### src/rtl/axilite_pkg.sv
// Shared AXI4-Lite response codes, channel FSM state types and the byte-merge helper
// used by the register-file responder.
package axilite_pkg;

    localparam logic [1:0] RESP_OKAY   = 2'b00;
    localparam logic [1:0] RESP_SLVERR = 2'b10;

    typedef enum logic [1:0] {
        W_IDLE,
        W_WAIT_W,
        W_WAIT_AW,
        W_RESP
    } wr_state_t;

    typedef enum logic {
        R_IDLE,
        R_DATA
    } rd_state_t;

    // Lanes whose strobe bit is clear keep their current contents.
    function automatic logic [31:0] apply_strb(input logic [31:0] cur,
                                               input logic [31:0] wdata,
                                               input logic [3:0]  strb);
        logic [31:0] res;
        res = cur;
        for (int unsigned n = 0; n < 4; n++) begin
            if (strb[n]) begin
                res[8*n +: 8] = wdata[8*n +: 8];
            end
        end
        return res;
    endfunction

endpackage

### src/rtl/axilite_addr_decode.sv
// Combinational address decode for the register window: byte address -> {hit, register index}.
module axilite_addr_decode #(
    parameter int                ADDR_W    = 32,
    parameter int                NUM_REGS  = 16,
    parameter logic [ADDR_W-1:0] BASE_ADDR = 'h1000_0000
) (
    input  logic [ADDR_W-1:0]           addr,
    output logic                        hit,
    output logic [$clog2(NUM_REGS)-1:0] idx
);

    localparam int IDX_W = $clog2(NUM_REGS);
    localparam logic [ADDR_W:0] SPAN = (ADDR_W+1)'(NUM_REGS * 4);

    logic [ADDR_W-1:0] off;

    always_comb begin
        off = addr - BASE_ADDR;
        hit = (addr >= BASE_ADDR) && ({1'b0, off} < SPAN);
        idx = off[IDX_W+1:2];
    end

    // Byte-lane bits and bits above the window only matter to the hit check.
    logic unused_off_bits;
    assign unused_off_bits = ^{off[ADDR_W-1:IDX_W+2], off[1:0]};

endmodule

### src/rtl/axilite_slave_regfile.sv
// AXI4-Lite responder exposing NUM_REGS 32-bit read/write registers at BASE_ADDR,
// with independent write and read channel FSMs and SLVERR on out-of-window accesses.
module axilite_slave_regfile
    import axilite_pkg::*;
#(
    parameter int                ADDR_W    = 32,
    parameter int                DATA_W    = 32,
    parameter int                NUM_REGS  = 16,
    parameter logic [ADDR_W-1:0] BASE_ADDR = 'h1000_0000
) (
    input  logic                  aclk,
    input  logic                  aresetn,
    input  logic [ADDR_W-1:0]     s_axi_awaddr,
    input  logic [2:0]            s_axi_awprot,
    input  logic                  s_axi_awvalid,
    output logic                  s_axi_awready,
    input  logic [DATA_W-1:0]     s_axi_wdata,
    input  logic [DATA_W/8-1:0]   s_axi_wstrb,
    input  logic                  s_axi_wvalid,
    output logic                  s_axi_wready,
    output logic [1:0]            s_axi_bresp,
    output logic                  s_axi_bvalid,
    input  logic                  s_axi_bready,
    input  logic [ADDR_W-1:0]     s_axi_araddr,
    input  logic [2:0]            s_axi_arprot,
    input  logic                  s_axi_arvalid,
    output logic                  s_axi_arready,
    output logic [DATA_W-1:0]     s_axi_rdata,
    output logic [1:0]            s_axi_rresp,
    output logic                  s_axi_rvalid,
    input  logic                  s_axi_rready
);

    localparam int STRB_W = DATA_W / 8;
    localparam int IDX_W  = $clog2(NUM_REGS);

    logic [DATA_W-1:0] regs [NUM_REGS];

    wr_state_t         wr_state;
    logic [ADDR_W-1:0] aw_addr_q;
    logic [DATA_W-1:0] w_data_q;
    logic [STRB_W-1:0] w_strb_q;

    rd_state_t         rd_state;

    logic              aw_hs;
    logic              w_hs;
    logic              ar_hs;
    logic              wr_commit;
    logic [ADDR_W-1:0] wr_addr_eff;
    logic [DATA_W-1:0] wr_data_eff;
    logic [STRB_W-1:0] wr_strb_eff;
    logic              wr_hit;
    logic [IDX_W-1:0]  wr_idx;
    logic              rd_hit;
    logic [IDX_W-1:0]  rd_idx;

    logic unused_prot;
    assign unused_prot = ^{s_axi_awprot, s_axi_arprot};

    // The completing handshake may carry either half live on the bus;
    // the other half comes from whatever was latched earlier.
    always_comb begin
        aw_hs       = s_axi_awvalid && s_axi_awready;
        w_hs        = s_axi_wvalid  && s_axi_wready;
        ar_hs       = s_axi_arvalid && s_axi_arready;
        wr_addr_eff = (wr_state == W_WAIT_W)  ? aw_addr_q : s_axi_awaddr;
        wr_data_eff = (wr_state == W_WAIT_AW) ? w_data_q  : s_axi_wdata;
        wr_strb_eff = (wr_state == W_WAIT_AW) ? w_strb_q  : s_axi_wstrb;
        wr_commit   = ((wr_state == W_IDLE)    && aw_hs && w_hs) ||
                      ((wr_state == W_WAIT_W)  && w_hs)          ||
                      ((wr_state == W_WAIT_AW) && aw_hs);
    end

    axilite_addr_decode #(
        .ADDR_W    (ADDR_W),
        .NUM_REGS  (NUM_REGS),
        .BASE_ADDR (BASE_ADDR)
    ) u_wr_decode (
        .addr (wr_addr_eff),
        .hit  (wr_hit),
        .idx  (wr_idx)
    );

    axilite_addr_decode #(
        .ADDR_W    (ADDR_W),
        .NUM_REGS  (NUM_REGS),
        .BASE_ADDR (BASE_ADDR)
    ) u_rd_decode (
        .addr (s_axi_araddr),
        .hit  (rd_hit),
        .idx  (rd_idx)
    );

    always_ff @(posedge aclk) begin
        if (!aresetn) begin
            wr_state      <= W_IDLE;
            s_axi_awready <= 1'b1;
            s_axi_wready  <= 1'b1;
            s_axi_bvalid  <= 1'b0;
            s_axi_bresp   <= RESP_OKAY;
            aw_addr_q     <= '0;
            w_data_q      <= '0;
            w_strb_q      <= '0;
            for (int unsigned i = 0; i < NUM_REGS; i++) begin
                regs[i] <= '0;
            end
        end else begin
            if (wr_commit && wr_hit) begin
                regs[wr_idx] <= apply_strb(regs[wr_idx], wr_data_eff, wr_strb_eff);
            end

            if (wr_commit) begin
                wr_state      <= W_RESP;
                s_axi_awready <= 1'b0;
                s_axi_wready  <= 1'b0;
                s_axi_bvalid  <= 1'b1;
                s_axi_bresp   <= wr_hit ? RESP_OKAY : RESP_SLVERR;
            end else begin
                case (wr_state)
                    W_IDLE: begin
                        if (aw_hs) begin
                            aw_addr_q     <= s_axi_awaddr;
                            s_axi_awready <= 1'b0;
                            wr_state      <= W_WAIT_W;
                        end else if (w_hs) begin
                            w_data_q     <= s_axi_wdata;
                            w_strb_q     <= s_axi_wstrb;
                            s_axi_wready <= 1'b0;
                            wr_state     <= W_WAIT_AW;
                        end
                    end
                    W_WAIT_W, W_WAIT_AW: begin
                        wr_state <= wr_state;
                    end
                    W_RESP: begin
                        if (s_axi_bready) begin
                            s_axi_bvalid  <= 1'b0;
                            s_axi_awready <= 1'b1;
                            s_axi_wready  <= 1'b1;
                            wr_state      <= W_IDLE;
                        end
                    end
                    default: begin
                        wr_state <= W_IDLE;
                    end
                endcase
            end
        end
    end

    // Capture reads the register array before this edge's write lands,
    // so a same-edge read of the written register returns the old value.
    always_ff @(posedge aclk) begin
        if (!aresetn) begin
            rd_state      <= R_IDLE;
            s_axi_arready <= 1'b1;
            s_axi_rvalid  <= 1'b0;
            s_axi_rdata   <= '0;
            s_axi_rresp   <= RESP_OKAY;
        end else begin
            case (rd_state)
                R_IDLE: begin
                    if (ar_hs) begin
                        s_axi_rdata   <= rd_hit ? regs[rd_idx] : '0;
                        s_axi_rresp   <= rd_hit ? RESP_OKAY : RESP_SLVERR;
                        s_axi_rvalid  <= 1'b1;
                        s_axi_arready <= 1'b0;
                        rd_state      <= R_DATA;
                    end
                end
                R_DATA: begin
                    if (s_axi_rready) begin
                        s_axi_rvalid  <= 1'b0;
                        s_axi_arready <= 1'b1;
                        rd_state      <= R_IDLE;
                    end
                end
                default: begin
                    rd_state <= R_IDLE;
                end
            endcase
        end
    end

endmodule

### config.mk
export PLATFORM = sky130hd
export DESIGN_NAME = axilite_slave_regfile
export DESIGN_NICKNAME = d
export VERILOG_FILES = /design/src/rtl/axilite_pkg.sv /design/src/rtl/axilite_addr_decode.sv /design/src/rtl/axilite_slave_regfile.sv
export SDC_FILE = /design/constraint.sdc
export NUM_CORES = 1
export LEC_CHECK = 0
export CAP_MARGIN = 25
export CELL_PAD_IN_SITES_DETAIL_PLACEMENT = 1
export CELL_PAD_IN_SITES_GLOBAL_PLACEMENT = 2
export CORE_ASPECT_RATIO = 0.6
export CORE_MARGIN = 2
export CORE_UTILIZATION = 38
export CTS_CLUSTER_SIZE = 40
export DETAILED_ROUTE_END_ITERATION = 6
export PLACE_DENSITY = 0.81
export SYNTH_ARGS = -nofsm -noshare
export SYNTH_HDL_FRONTEND = slang
export SYNTH_SLANG_ARGS = --single-unit
### constraint.sdc
create_clock -name aclk -period 3 [get_ports aclk]
set_input_delay 0.6 -clock aclk [delete_from_list [all_inputs] [get_ports aclk]]
set_output_delay 0.6 -clock aclk [all_outputs]
set_load 0.02 [all_outputs]
Word level (Yosys, flattened, before mapping)
Memories as Yosys holds them, arrays and structs flattened.
Cells that the tools add are included.
{"block": "op_classes", "n_lt_le_gt_ge": 4, "n_mux": 50, "n_eq_ne": 15, "addsub": 2, "reduce_logical": 30, "bitwise": 3}
{"cell": "two-way mux 32 bit", "n": 4}
{"cell": "two-way mux 8 bit", "n": 12}
{"cell": "greater-or-equal comparator 32 x 29 -> 1 bit (second input constant)", "n": 2}
{"cell": "< comparator 32 x 7 -> 1 bit (second input constant)", "n": 2}
{"cell": "subtractor 32 x 29 -> 32 bit (second input constant)", "n": 2}
{"cell": "OR reduction 32 bit", "n": 1}
{"cell": "inequality test 3 bit (second input constant)", "n": 8}
{"cell": "two-way mux 1 bit", "n": 19}
{"cell": "AND reduction 2 bit", "n": 7}
{"cell": "two-way mux 2 bit", "n": 6}
{"cell": "two-way mux 4 bit", "n": 3}
{"cell": "logical AND 1 bit", "n": 10}
{"cell": "case mux 1 bit (2 select lines)", "n": 5}
{"cell": "AND reduction 3 bit", "n": 3}
{"cell": "AND reduction 4 bit", "n": 2}
{"cell": "inequality test 2 bit (second input constant)", "n": 3}
{"cell": "== test 2 bit (second input constant)", "n": 2}
{"cell": "inequality test 4 bit (second input constant)", "n": 1}
{"cell": "case mux 2 bit (2 select lines)", "n": 1}
{"cell": "nonzero test 2 bit", "n": 2}
{"cell": "inverter 1 bit", "n": 3}
{"cell": "nonzero test 3 bit", "n": 1}
{"cell": "== test 2 x 1 -> 1 bit (second input constant)", "n": 1}
{"cell": "zero test 2 bit", "n": 1}
{"cell": "other kinds (2)", "n": 3}
{"block": "totals", "reg_bits": 112, "wordCells": 118, "in_bits": 113, "mem_count": 1, "out_inout_bits": 41, "mem_bits_rw": 512}
{"name": "regs", "depth": 16, "width": 32, "rd": 1, "rd_clocked_by_memory_dff": 0, "write_ports": 16, "line": "axilite_slave_regfile.sv:37", "text": "logic [DATA_W-1:0] regs [NUM_REGS];"}

Depth between registers and ports, before layout
{"block": "depth", "ltp_word": 12, "mapped_depth": 10, "depth_no_buf": 7}

Modules after synthesis
A second synthesis with hierarchy kept.
{"block": "hier_totals", "cells_unflattened": 2110, "area_unflattened_um2": 27097.2}
{"module": "axilite_slave_regfile", "seq_area_each_um2": 17576.9, "area_each_um2": 26907.1, "cells_per_inst": 2082, "n_inst": 1}
{"module": "axilite_addr_decode", "seq_area_each_um2": 0.0, "area_each_um2": 95.1, "cells_per_inst": 14, "n_inst": 2}

Worst setup path after synthesis
OpenSTA, ideal clock, no wires.
{"block": "synth_timing", "path_kind": "input to register", "from": "input s_axi_awaddr[19]", "to": "memory regs[1][0], enable pin", "cell_stages": 5, "setup_ns": 0.384, "path_buffers": 1, "path_slack_ns": -0.171, "arrival_time_ns": 2.787, "t_required_ns": 2.616, "path_cell_list": "or4_1 o41ai_4 nand4_4 clkbuf_1 o21ai_0"}
{"element": "start, declared", "line": "axilite_slave_regfile.sv:13", "text": "input logic [ADDR_W-1:0] s_axi_awaddr,"}
{"element": "end, declared", "line": "axilite_slave_regfile.sv:37"}

==> reports/results.ini <==
[status]
status=completed

[drt]
num_vias=18900
drc=0
drtPass1Iterations=5
drtIter0Drc=2004
wirelength_mm=83.3
avgRoutedWirePerCell_um=24.6
via_per_inst=5.56
ant_nets=0

[global_routing]
grt_start_max_net_pins=70
antenna_found_initial=1
track_usage_pct=22.8
grt_pass1_vias=19500
gr-total-overflow=0
grt_pass1_wl_mm=125

[placed_design]
dp_hpwl_mm=59.8
placed_area_mm2=0.0313
gp_congestion=0.843
dp_slack_ns=-0.253
io_buffers=141

[timing]
max_slew_margin_pct=49.2
tns_ns=0
setup_violations=0
period_share_pct=94.1
layout_min_cycle_time_ns=2.82
layout_setup_ws_ns=0.177
rsz0062_at_grt=no
hold_viol_final=0
fin_skew_ns=0.0299
slew_viol_final=0
max_freq_ghz=0.354
tightest_slew_ns=0.762

[yosys]
synth_cell_types=46
synth_area_mm2=0.0272
synth_area_leader_cell=edfxtp_1
ys_ff_latch=620
yosys-top-cells-area=edfxtp_1 57%, mux4_2 11%, nor2_1 8.1%
synth-edff-count=512
yosysWarnings=0
ys_seq_area_share_pct=64.5
syn_avg_cell_area_um2=12.8
synth_top_area_share_pct=56.5
synth-async-reset-ratio_pct=0
synthFlopType=edfxtp_1
syn_inst=2124

[worst_setup_path]
critical_path_class=reg -> reg
crit_fanout=20
r2r_end=regs[1][14]
worstSetupStartpointType=flop
worstPathBufferInverterCount=4
critPathSlowestCell=or4_1
crit_arrival_ns=3.14
cp_top_family=buffers and inverters
r2r_cells=9
crit_path_end_kind=flop
r2r_start=wr_state[1]
slowest_delay_ns=0.49
path_cells=inv_1 > ha_2 > or4_1 > o41ai_4 > buf_4 > nand4_4 > buf_12 > o21ai_0 > buf_4
worstPathRequired_ns=3.31
crit_start=wr_state[1]
rrSetupSlack_ns=0.18
cp_common_cell=buf_4

[layout]
fin_util_pct=47.2
layout_commonest_cell=nor2_1
areaGrowthSynthToFinish_pct=22.2
diodes=0
fin_area_mm2=0.0332
nets=2532
layout_common_cells=589 x nor2_1, 512 x edfxtp_1, 236 x nand2_1
drive_above_1_share_pct=20.9

[die]
die_height_um=211
std_cell_rows=75
io_pins=154
core_area_mm2=0.0704
die_area_mm2=0.0738
initial_core_util_pct=38.6
fp.dieW_um=349

[power]
p_leak_nw=11.3
switching_share_pct=26.8
ir_drop_mv=0.565
power_frac_seq_pct=46.9
power.density_mw_per_mm2=636
internal_power_mw=15.5
p_sw_mw=5.67
total_power_mw=21.1
power_frac_clock_pct=36.7
comb_power_share_pct=16.4

[cts]
cts_buffer_depth=3
clock-sinks=620
numCtsBuffers=60
cts-htree-levels=2
clkLatencyLatePin_ns=0.64
path_clk_slew_ns=0.07
root_buffer=clkbuf_16
cts_tree=built

[min_path]
min-delay-start=w_data_q[23]
min_path_type=reg -> reg
whs_endpoint=w_data_q[23]
hold_depth=2

[run]
max-cap-violations=0

-- per-stage QoR --
step                hold WS (ns)  std cells
floorplan                  0.433       2125
CTS                        0.458       3391
global route               0.474       3391
detailed placement         0.449       3277
finish                     0.457       3391
global placement           0.438       3277
-- registers in the layout, indices dropped and copies added (netlist names) --
| signal | count |
|---|---|
| aw_addr_q | 30 |
| s_axi_rresp | 1 |
| s_axi_awready | 1 |
| s_axi_arready | 1 |
| s_axi_bvalid | 1 |
| s_axi_rvalid | 1 |
| regs | 512 |
| s_axi_wready | 1 |
| w_data_q | 32 |
| s_axi_bresp | 1 |
| wr_state | 2 |
| w_strb_q | 4 |
| s_axi_rdata | 32 |
| rd_state | 1 |
-- timing repair --
item	4_1_cts	5_1_grt
gates cloned	0	0
pin swaps	0	0
resized for setup	1	2
hold buffers	0	0
setup buffers	0	0
setup endpoints to repair	8	10
-- per-layer routing --
| metal | routed length [um] | vias to the layer above | track usage, % |
|---|---|---|---|
| met5 | 13 | - | 0 |
| met4 | 1290 | 2 | 4.50 |
| met3 | 8810 | 89 | 6.37 |
| met2 | 35500 | 810 | 33.0 |
| met1 | 37700 | 9689 | 34.3 |
| li1 | - | 8264 | - |
-- synth_stat cells, drive strengths merged (4+ instances only) --
master  count
mux2       35
a22oi      31
edfxtp    512
nand4       7
clkbuf     97
nor3        4
nand3b      4
nand2b      4
buf        57
nor4b       4
o21ai     108
inv         5
dfxtp     108
nand3       8
mux2i      98
nor2      590
ha          4
nor4       10
mux4      128
nand2     236
nor2b       4
a21oi      42
-- worst max-delay path by stage --
| stage | to | slack, ns | cells past startpoint |
|---|---|---|---|
| 2_1_floorplan | regs[1][0] | -0.17 | 5 |
| 4_1_cts | regs[2][1] | 0.08 | 9 |
| 5_1_grt | regs[2][1] | 0.02 | 9 |
| 3_3_place_gp | regs[14][16] | -0.20 | 8 |
| 3_5_place_dp | regs[2][6] | -0.25 | 8 |
| 6_report | regs[1][14] | 0.18 | 9 |
-- cells by family after synthesis --
logic type | after synthesis | share of synthesized area, %
AND/OR/NAND/NOR | 881 | 12.9
flip-flops | 620 | 64.5
multiplexers | 261 | 15.7
AO/OA/AOI/OAI | 197 | 4.25
buffers and inverters | 159 | 2.44
adder cells (fa/ha/maj) | 4 | 0.184
other | 1 | 0.0138
XOR/XNOR | 1 | 0.0322
-- final cells by class --
type                       count  area [um^2]
fill                        7252        37100
sequential                   620        17500
multi-input combinational   1346         9050
timing repair buffer         382         3490
clock buffer                  83         1690
tap                          924         1160
clock inverter                31          298
inverter                       5         18.8
-- worst min-delay path: cells and delay by family (launching register included) --
kind             cells  cell delay (ns)
flip-flops           1             0.31
AND/OR/NAND/NOR      1             0.05
AO/OA/AOI/OAI        1             0.05
-- power groups by stage --
stage / Sequential [mW] / Clock (mW) / Combinational, mW
floorplan: 10.0 / 0 / 1.93
global placement: 10.1 / 0 / 3.35
detailed placement: 10.1 / 0 / 3.45
CTS: 9.92 / 7.85 / 3.47
global route: 9.96 / 8.19 / 3.74
finish: 9.92 / 7.76 / 3.47
No activity file was read; power rests on OpenSTA's default activity.
